<file path="src/rtl/romulator_pkg.sv">
// romulator_pkg: shared state encodings and VRAM geometry for the romulator blocks
package romulator_pkg;
  localparam int VRAM_ADDR_BITS = 11;
  localparam logic [2:0] ST_IDLE  = 3'd0;
  localparam logic [2:0] ST_ISSUE = 3'd1;
  localparam logic [2:0] ST_DRAIN = 3'd2;
  localparam logic [2:0] ST_CSUM  = 3'd3;
  localparam logic [2:0] ST_DONE  = 3'd4;
  typedef enum logic [2:0] {
    S_IDLE  = ST_IDLE,
    S_ISSUE = ST_ISSUE,
    S_DRAIN = ST_DRAIN,
    S_CSUM  = ST_CSUM,
    S_DONE  = ST_DONE
  } state_t;
endpackage

</file>
<file path="src/rtl/vram_stream_reader_byte_fifo.sv">
// byte_fifo: synchronous byte FIFO with count, sync active-low reset (also used as flush)
module byte_fifo #(
  parameter int DEPTH = 4
) (
  input  logic                     i_clk,
  input  logic                     i_reset,
  input  logic                     i_push,
  input  logic [7:0]               i_data,
  input  logic                     i_pop,
  output logic [7:0]               o_data,
  output logic                     o_full,
  output logic                     o_empty,
  output logic [$clog2(DEPTH):0]   o_count
);
  localparam int AW = $clog2(DEPTH);
  logic [7:0]    r_mem [DEPTH];
  logic [AW-1:0] r_wr;
  logic [AW-1:0] r_rd;
  logic [AW:0]   r_count;
  logic          w_push;
  logic          w_pop;
  assign o_full  = r_count == (AW+1)'(DEPTH);
  assign o_empty = r_count == '0;
  assign o_count = r_count;
  assign o_data  = r_mem[r_rd];
  assign w_pop   = i_pop && !o_empty;
  assign w_push  = i_push && (!o_full || w_pop);
  // storage array, written on push
  always_ff @(posedge i_clk) begin
    if (w_push) r_mem[r_wr] <= i_data;
  end
  // pointers and occupancy
  always_ff @(posedge i_clk) begin
    if (!i_reset) begin
      r_wr    <= '0;
      r_rd    <= '0;
      r_count <= '0;
    end else begin
      if (w_push) r_wr <= r_wr + 1'b1;
      if (w_pop) r_rd <= r_rd + 1'b1;
      r_count <= r_count + (AW+1)'(w_push) - (AW+1)'(w_pop);
    end
  end
endmodule

</file>
<file path="src/rtl/vram_stream_reader.sv">
// vram_stream_reader: streams VRAM offsets 0..size-1 as a valid/ready byte stream; VRAM_STREAM_CHECKSUM_EN appends a mod-256 sum byte
module vram_stream_reader
  import romulator_pkg::*;
#(
  parameter int FIFO_DEPTH   = 4,
  parameter int READ_LATENCY = 1,
  parameter int ADDR_BITS    = VRAM_ADDR_BITS
) (
  input  logic                 i_clk,
  input  logic                 i_reset,
  input  logic                 i_start,
  input  logic                 i_abort,
  input  logic [ADDR_BITS-1:0] i_vram_size,
  output logic [ADDR_BITS-1:0] o_vram_read_address,
  output logic                 o_vram_read_clock,
  input  logic [7:0]           i_vram_output,
  output logic [7:0]           o_out_data,
  output logic                 o_out_valid,
  input  logic                 i_out_ready,
  output logic                 o_busy,
  output logic                 o_done
);
  localparam int CW = $clog2(FIFO_DEPTH);
  state_t                r_state;
  state_t                w_next;
  logic [ADDR_BITS:0]    r_issued;
  logic [ADDR_BITS:0]    r_size;
  logic [ADDR_BITS-1:0]  r_addr;
  logic [READ_LATENCY:0] r_pipe;
  logic                  r_abort_done;
  logic [CW:0]           w_inflight;
  logic [CW:0]           w_count;
  logic [7:0]            w_fifo_data;
  logic                  w_full;
  logic                  w_empty;
  logic                  w_fifo_pop;
  logic                  w_abort;
  logic                  w_start;
  logic                  w_can_issue;
  logic                  w_drained;
  assign w_abort     = i_abort && r_state != S_IDLE;
  assign w_start     = i_start && !i_abort && r_state == S_IDLE;
  assign w_fifo_pop  = i_out_ready && !w_empty;
  assign w_can_issue = r_state == S_ISSUE && !i_abort && r_issued != r_size && !w_full &&
                       int'(w_count) + int'(w_inflight) < FIFO_DEPTH;
  assign w_drained   = w_inflight == '0 && (w_empty || (w_count == (CW+1)'(1) && w_fifo_pop));
  assign o_vram_read_address = r_addr;
  assign o_vram_read_clock   = i_clk;
  assign o_busy = r_state != S_IDLE && r_state != S_DONE;
  assign o_done = r_state == S_DONE || r_abort_done;
  byte_fifo #(.DEPTH(FIFO_DEPTH)) u_fifo (
    .i_clk   (i_clk),
    .i_reset (i_reset && !w_abort),
    .i_push  (r_pipe[READ_LATENCY]),
    .i_data  (i_vram_output),
    .i_pop   (w_fifo_pop),
    .o_data  (w_fifo_data),
    .o_full  (w_full),
    .o_empty (w_empty),
    .o_count (w_count)
  );
`ifdef VRAM_STREAM_CHECKSUM_EN
  localparam state_t S_AFTER_DRAIN = S_CSUM;
  logic [7:0] r_sum;
  assign o_out_valid = r_state == S_CSUM || !w_empty;
  assign o_out_data  = r_state == S_CSUM ? r_sum : w_fifo_data;
  // running sum of bytes handed to the consumer, cleared on each accepted start
  always_ff @(posedge i_clk) begin
    if (!i_reset) r_sum <= '0;
    else if (w_start) r_sum <= '0;
    else if (w_fifo_pop) r_sum <= r_sum + w_fifo_data;
  end
`else
  localparam state_t S_AFTER_DRAIN = S_DONE;
  assign o_out_valid = !w_empty;
  assign o_out_data  = w_fifo_data;
`endif
  // reads in flight: one valid bit per pipeline stage
  always_comb begin
    w_inflight = '0;
    for (int k = 0; k <= READ_LATENCY; k++) w_inflight = w_inflight + (CW+1)'(r_pipe[k]);
  end
  // next-state logic; abort overrides everything outside IDLE
  always_comb begin
    w_next = r_state;
    unique case (r_state)
      S_IDLE:  if (w_start) w_next = i_vram_size == '0 ? S_DRAIN : S_ISSUE;
      S_ISSUE: if (r_issued == r_size) w_next = S_DRAIN;
      S_DRAIN: if (w_drained) w_next = S_AFTER_DRAIN;
`ifdef VRAM_STREAM_CHECKSUM_EN
      S_CSUM:  if (i_out_ready) w_next = S_DONE;
`endif
      default: w_next = S_IDLE;
    endcase
    if (w_abort) w_next = S_IDLE;
  end
  // state, issue counter, read address and read pipeline
  always_ff @(posedge i_clk) begin
    if (!i_reset) begin
      r_state      <= S_IDLE;
      r_issued     <= '0;
      r_size       <= '0;
      r_addr       <= '0;
      r_pipe       <= '0;
      r_abort_done <= 1'b0;
    end else begin
      r_state      <= w_next;
      r_abort_done <= w_abort;
      r_pipe       <= w_abort ? '0 : {r_pipe[READ_LATENCY-1:0], w_can_issue};
      if (w_start) begin
        r_size   <= {1'b0, i_vram_size};
        r_issued <= '0;
      end
      if (w_can_issue) begin
        r_addr   <= r_issued[ADDR_BITS-1:0];
        r_issued <= r_issued + 1'b1;
      end
    end
  end
endmodule

</file>
<file path="config.mk">
export PLATFORM = sky130hd
export DESIGN_NAME = vram_stream_reader
export DESIGN_NICKNAME = d
export VERILOG_FILES = /design/src/rtl/romulator_pkg.sv /design/src/rtl/vram_stream_reader_byte_fifo.sv /design/src/rtl/vram_stream_reader.sv
export SDC_FILE = /design/constraint.sdc
export NUM_CORES = 1
export LEC_CHECK = 0
export CORE_MARGIN = 10
export CORE_UTILIZATION = 35
export CTS_CLUSTER_SIZE = 40
export DETAILED_ROUTE_END_ITERATION = 7
export GPL_TIMING_DRIVEN = 0
export SYNTH_ARGS = -nofsm -noshare
export SYNTH_HDL_FRONTEND = slang
export SYNTH_SLANG_ARGS = --single-unit
</file>
<file path="constraint.sdc">
create_clock -name i_clk -period 4.2 [get_ports i_clk]
set_input_delay 0.84 -clock i_clk [delete_from_list [all_inputs] [get_ports i_clk]]
set_output_delay 0.84 -clock i_clk [all_outputs]
set_load 0.005 [all_outputs]
</file>
* Yosys cells after proc, flatten, opt, wreduce, memory -nomap -nowiden
Memories as Yosys holds them, arrays and structs flattened. A register that Yosys moved wholly into a read port is not among the register bits. Index checks and enable logic that the tools add are counted.
Word-level totals: input bits 24, memory bits (writable) 32, bits in registers 47, logic and storage cells 70, memories 1
Memories:
- u_fifo.r_mem | depth 4, bits a word 8, read ports 1, clocked after Yosys merged registers in 1, wr ports 1, RTL line vram_stream_reader_byte_fifo.sv:16 | logic [7:0] r_mem [DEPTH];
Cells by class: order comparisons 1, reduce and logical (&&, ||, !) cells 29, eq/ne operators 11, multiplexer cells 11, bitwise gates (word level) 1, $add $sub $neg 7
Operator list (number):
- 2-to-1 mux 12 bit | 2
- logical AND 1 bit | 14
- adder 12 x 1 -> 12 bit, second input constant | 1
- equality test 12 x 11 -> 1 bit | 1
- != test 12 x 11 -> 1 bit | 1
- zero test 11 bit | 1
- zero test 3 bit | 3
- 2-to-1 mux 3 bit | 3
- one-hot mux 3 bit (3 select lines) | 1
- equality test 3 x 1 -> 1 bit, second input constant | 2
- equality test 3 bit, second input constant | 2
- 2-to-1 mux 2 bit | 3
- adder 2 x 1 -> 2 bit, second input constant | 2
- adder 3 x 3 -> 4 bit | 1
- zero test 1 bit | 4
- less-than comparator 4 x 3 -> 1 bit, second input constant | 1
- != test 2 bit, second input constant | 2
- adder 3 x 1 -> 3 bit | 1
- equality test 3 x 2 -> 1 bit, second input constant | 1
- logical OR 1 bit | 3
- != test 3 bit, second input constant | 1
- AND reduction 3 bit | 1
- nonzero test 3 bit | 1
- subtractor 3 x 1 -> 3 bit | 1
- 6 further kinds | 7

* Longest topological paths before layout
Gate-level depths: netlist of run 1.
word-level depth 8, mapped depth 10, depth with buffers taken out 10

* Cells and area by module
Synthesis of run 1 repeated with hierarchy kept, for this count alone.
Second synthesis, totals: cell total of the unflattened synthesis 346, area, all modules 3718.6 um^2
Modules (own cells, without submodules):
- vram_stream_reader | instances 1, area an instance 2088.3 um^2, cells an instance 257
- byte_fifo | instances 1, area an instance 1630.3 um^2, cells an instance 89

==> flow_summary.json, run 1 <==
{
  "status": "complete, no violations",
  "nets": 434,
  "cts_tree": "done",
  "cts_setup_buffers": 0,
  "final_common_cell": "dfxtp_1",
  "synthArstFlopShare_pct": 0,
  "path_common_cell": "clkbuf_8",
  "hold_class": "reg -> reg",
  "yosysSeqAreaShare_pct": 53.57,
  "rsz0062_at_grt": "no",
  "drive_above_1_share_pct": 12.13,
  "ys.flop_type": "dfxtp_1",
  "intPower_w": 0.001518,
  "fin_area_um2": 4529,
  "avgSynthCellArea_um2": 10.66,
  "pre_cts_ws_ns": 0.7333,
  "core_region_area_um2": 10180,
  "syn-instance-count": 340,
  "ys_ff_latch": 81,
  "drv_slew": 0,
  "gp_congestion": 0.8801,
  "yosys_warnings": 0,
  "antennaDiodeCount": 0,
  "viasPerCell": 4.980,
  "fillers": 987,
  "cp.required_ns": 3.36,
  "antenna_left": 0,
  "die_w_um": 121.8,
  "dp_hpwl_um": 5999,
  "path_cells": "clkbuf_8, clkbuf_8, buf_4, clkdlybuf4s50_1",
  "remaining_drc_errors": 0,
  "start_kind": "clock port",
  "clkLatencyLatePin_ns": 0.46,
  "cts_resized": 0,
  "combPwrFrac_pct": 17.7,
  "p_leak_nw": 1.609,
  "final_cell_mix": "49 x dfxtp_1, 45 x clkdlybuf4s50_1, 35 x nand2_1",
  "p_switching_w": 0.0004946,
  "peakVddDrop_v": 0.0001660,
  "critPathMaxStageDelay_ns": 0.43,
  "clk_pin_slew_ns": 0.08,
  "grt_max_degree": 16,
  "final_hold_viol_count": 0,
  "cp.arrival_ns": 2.87,
  "setup_violations": 0,
  "synth.net_count": 375,
  "fin_ws_ns": 0.4919,
  "synth_edf_count": 32,
  "die_area_um2": 14830,
  "cp-end-kind": "output port",
  "io_buffers": 45,
  "clockPowerShare_pct": 39.1,
  "whs_ns": 0.4723,
  "overflow": 0,
  "fp-row-count": 37,
  "first_pass_iters": 4,
  "p_per_area_nw_per_um2": 444.4,
  "placed_area_um2": 4245,
  "start_util_pct": 35.59,
  "drt-total-wl_um": 8210,
  "worst_clock_skew_ns": 0.007725,
  "grt_pass1_vias": 2756,
  "cts_hold_buf": 0,
  "vias": 2689,
  "antenna_found_initial": 0,
  "crit_type": "clk -> out",
  "swShare_pct": 24.57,
  "ys_types": 48,
  "cap_violations": 0,
  "first_iter_violations": 143,
  "wl_per_cell_um": 15.20,
  "ios": 47,
  "p_seq_share_pct": 43.2,
  "worstMarginPinSlew_ns": 0.5599,
  "crit_fanout": 2,
  "relSlewSlack_pct": 62.67,
  "fin_tns_setup_ns": 0,
  "grt_pass1_wl_um": 13460,
  "syn-cell-area_um2": 3625,
  "die-height_um": 121.8,
  "cp_slowest_cell": "clkdlybuf4s50_1",
  "synthToLayoutAreaGrowth_pct": 24.96,
  "grt_use_total_pct": 11.63
}
routing by layer:
layer  track usage (%)  vias to the layer above  part of all wire [%]
li1                  -                     1343                     -
met1             12.75                     1267                    43
met2             19.82                       65                    50
met3             3.978                       14                   5.1
met4             5.514                        0                   1.9
met5                 0                        -                     0
worst paths after layout:
path / cells past startpoint / start / slack [ns] / end
setup reg to reg: 10 / u_fifo.o_count[1] / 1.82 / u_fifo.o_count[2]
setup / recovery: 4 / i_clk / 0.49 / o_vram_read_clock
hold reg to reg: 2 / r_size[1] / 0.47 / r_size[1]
hold / removal: 2 / r_size[1] / 0.47 / r_size[1]
state kept, by name, indices dropped and copies added (netlist names), named ones only:
name	flops
o_vram_read_address	11
r_issued	12
u_fifo.r_rd	2
r_pipe	2
r_state	3
u_fifo.r_wr	2
r_abort_done	1
r_size	11
u_fifo.r_mem	32
u_fifo.o_count	3
kinds of logic after synthesis:
group	synth area share, %
and+or+nand+nor	17.40
buffers and inverters	4.383
xor gates and xnor gates	3.866
DFF	53.57
AOI/OAI and AO/OA	11.53
muxes	5.247
adders and majority gates	4.004
final cells by class:
| cell class | count | area [um^2] | area share [%] |
|---|---|---|---|
| Buffer | 22 | 121.4 | 2.680 |
| Multi-Input combinational cell | 227 | 1524 | 33.65 |
| Timing Repair Buffer | 44 | 440.4 | 9.724 |
| Clock inverter | 6 | 115.1 | 2.541 |
| Tap cell | 136 | 170.2 | 3.757 |
| Sequential cell | 81 | 1942 | 42.87 |
| Clock buffer | 14 | 178.9 | 3.950 |
| Inverter | 10 | 37.54 | 0.8287 |
critical path, delay by kind of cell:
family,cells,cell delay (ns)
buffers and inverters,4,0.76
power groups by stage:
stage | Sequential (W) | Combinational (W) | Clock [W]
floorplan | 0.000883 | 0.000228 | 0.0000154
global placement | 0.000888 | 0.000358 | 0.0000332
detailed placement | 0.000888 | 0.000365 | 0.0000332
CTS | 0.000870 | 0.000365 | 0.000812
global route | 0.000875 | 0.000398 | 0.000842
finish | 0.000870 | 0.000357 | 0.000786
through the flow:
| stage | instances | util [%] | total power, W |
|---|---|---|---|
| after global routing | 540 | 44.47 | 0.002115 |
| after CTS | 540 | 44.47 | 0.002048 |
| after global placement | 521 | 41.68 | 0.001279 |
| after detailed placement | 521 | 41.68 | 0.001286 |
| after floorplan | 340 | - | 0.001126 |
| final | 540 | 44.47 | 0.002013 |
Yosys cell counts, types with 2 or more instances:
master    number  share of area, %
edfxtp_1      32                27
nand3_1       19               2.6
or3_1          3              0.52
ha_1          10               3.5
buf_2          6              0.83
o211ai_1      15               3.1
nor2_1        27               2.8
buf_4          2              0.41
o31ai_1        5               1.0
dfxtp_1       49                27
and3_1         3              0.52
nor3_1         4              0.55
o21ai_0       13               1.8
mux4_2         8               5.0
nand4_1        3              0.52
clkbuf_1       9              0.93
nor4_1         6               1.0
xor2_1        13               3.1
a21oi_1       28               3.9
nor2b_1        3              0.52
inv_1          9              0.93
xnor2_1        3              0.73
nand2_1       35               3.6
and2_1         7               1.2
nor4_2         3               1.0
nor3b_1        3              0.62
No activity file was read; power rests on OpenSTA's default activity.
==> inputs of run 2 (changes only) <==
--- a/config.mk
+++ b/config.mk
@@ -9,7 +9,9 @@
 export CORE_UTILIZATION = 35
 export CTS_CLUSTER_SIZE = 40
 export DETAILED_ROUTE_END_ITERATION = 7
+export GPL_ROUTABILITY_DRIVEN = 1
 export GPL_TIMING_DRIVEN = 0
+export HOLD_SLACK_MARGIN = 0.15
 export SYNTH_ARGS = -nofsm -noshare
 export SYNTH_HDL_FRONTEND = slang
 export SYNTH_SLANG_ARGS = --single-unit
==> constraint.sdc (replaced) <==
create_clock -name i_clk -period 4.7 [get_ports i_clk]
set_input_delay 0.94 -clock i_clk [delete_from_list [all_inputs] [get_ports i_clk]]
set_output_delay 0.94 -clock i_clk [all_outputs]
set_load 0.005 [all_outputs]
==> results of run 2 <==
The final DEF is identical to that of run 1. Status: complete, no violations.
Main changes from that run: setup slack after placement 0.7333 ns -> 0.8833 ns; setup slack after layout 0.4919 ns -> 0.6419 ns; register-to-register setup slack 1.82 ns -> 2.32 ns; total power 0.002013 W -> 0.001799 W; worst IR drop on VDD 0.0001660 V -> 0.0001484 V
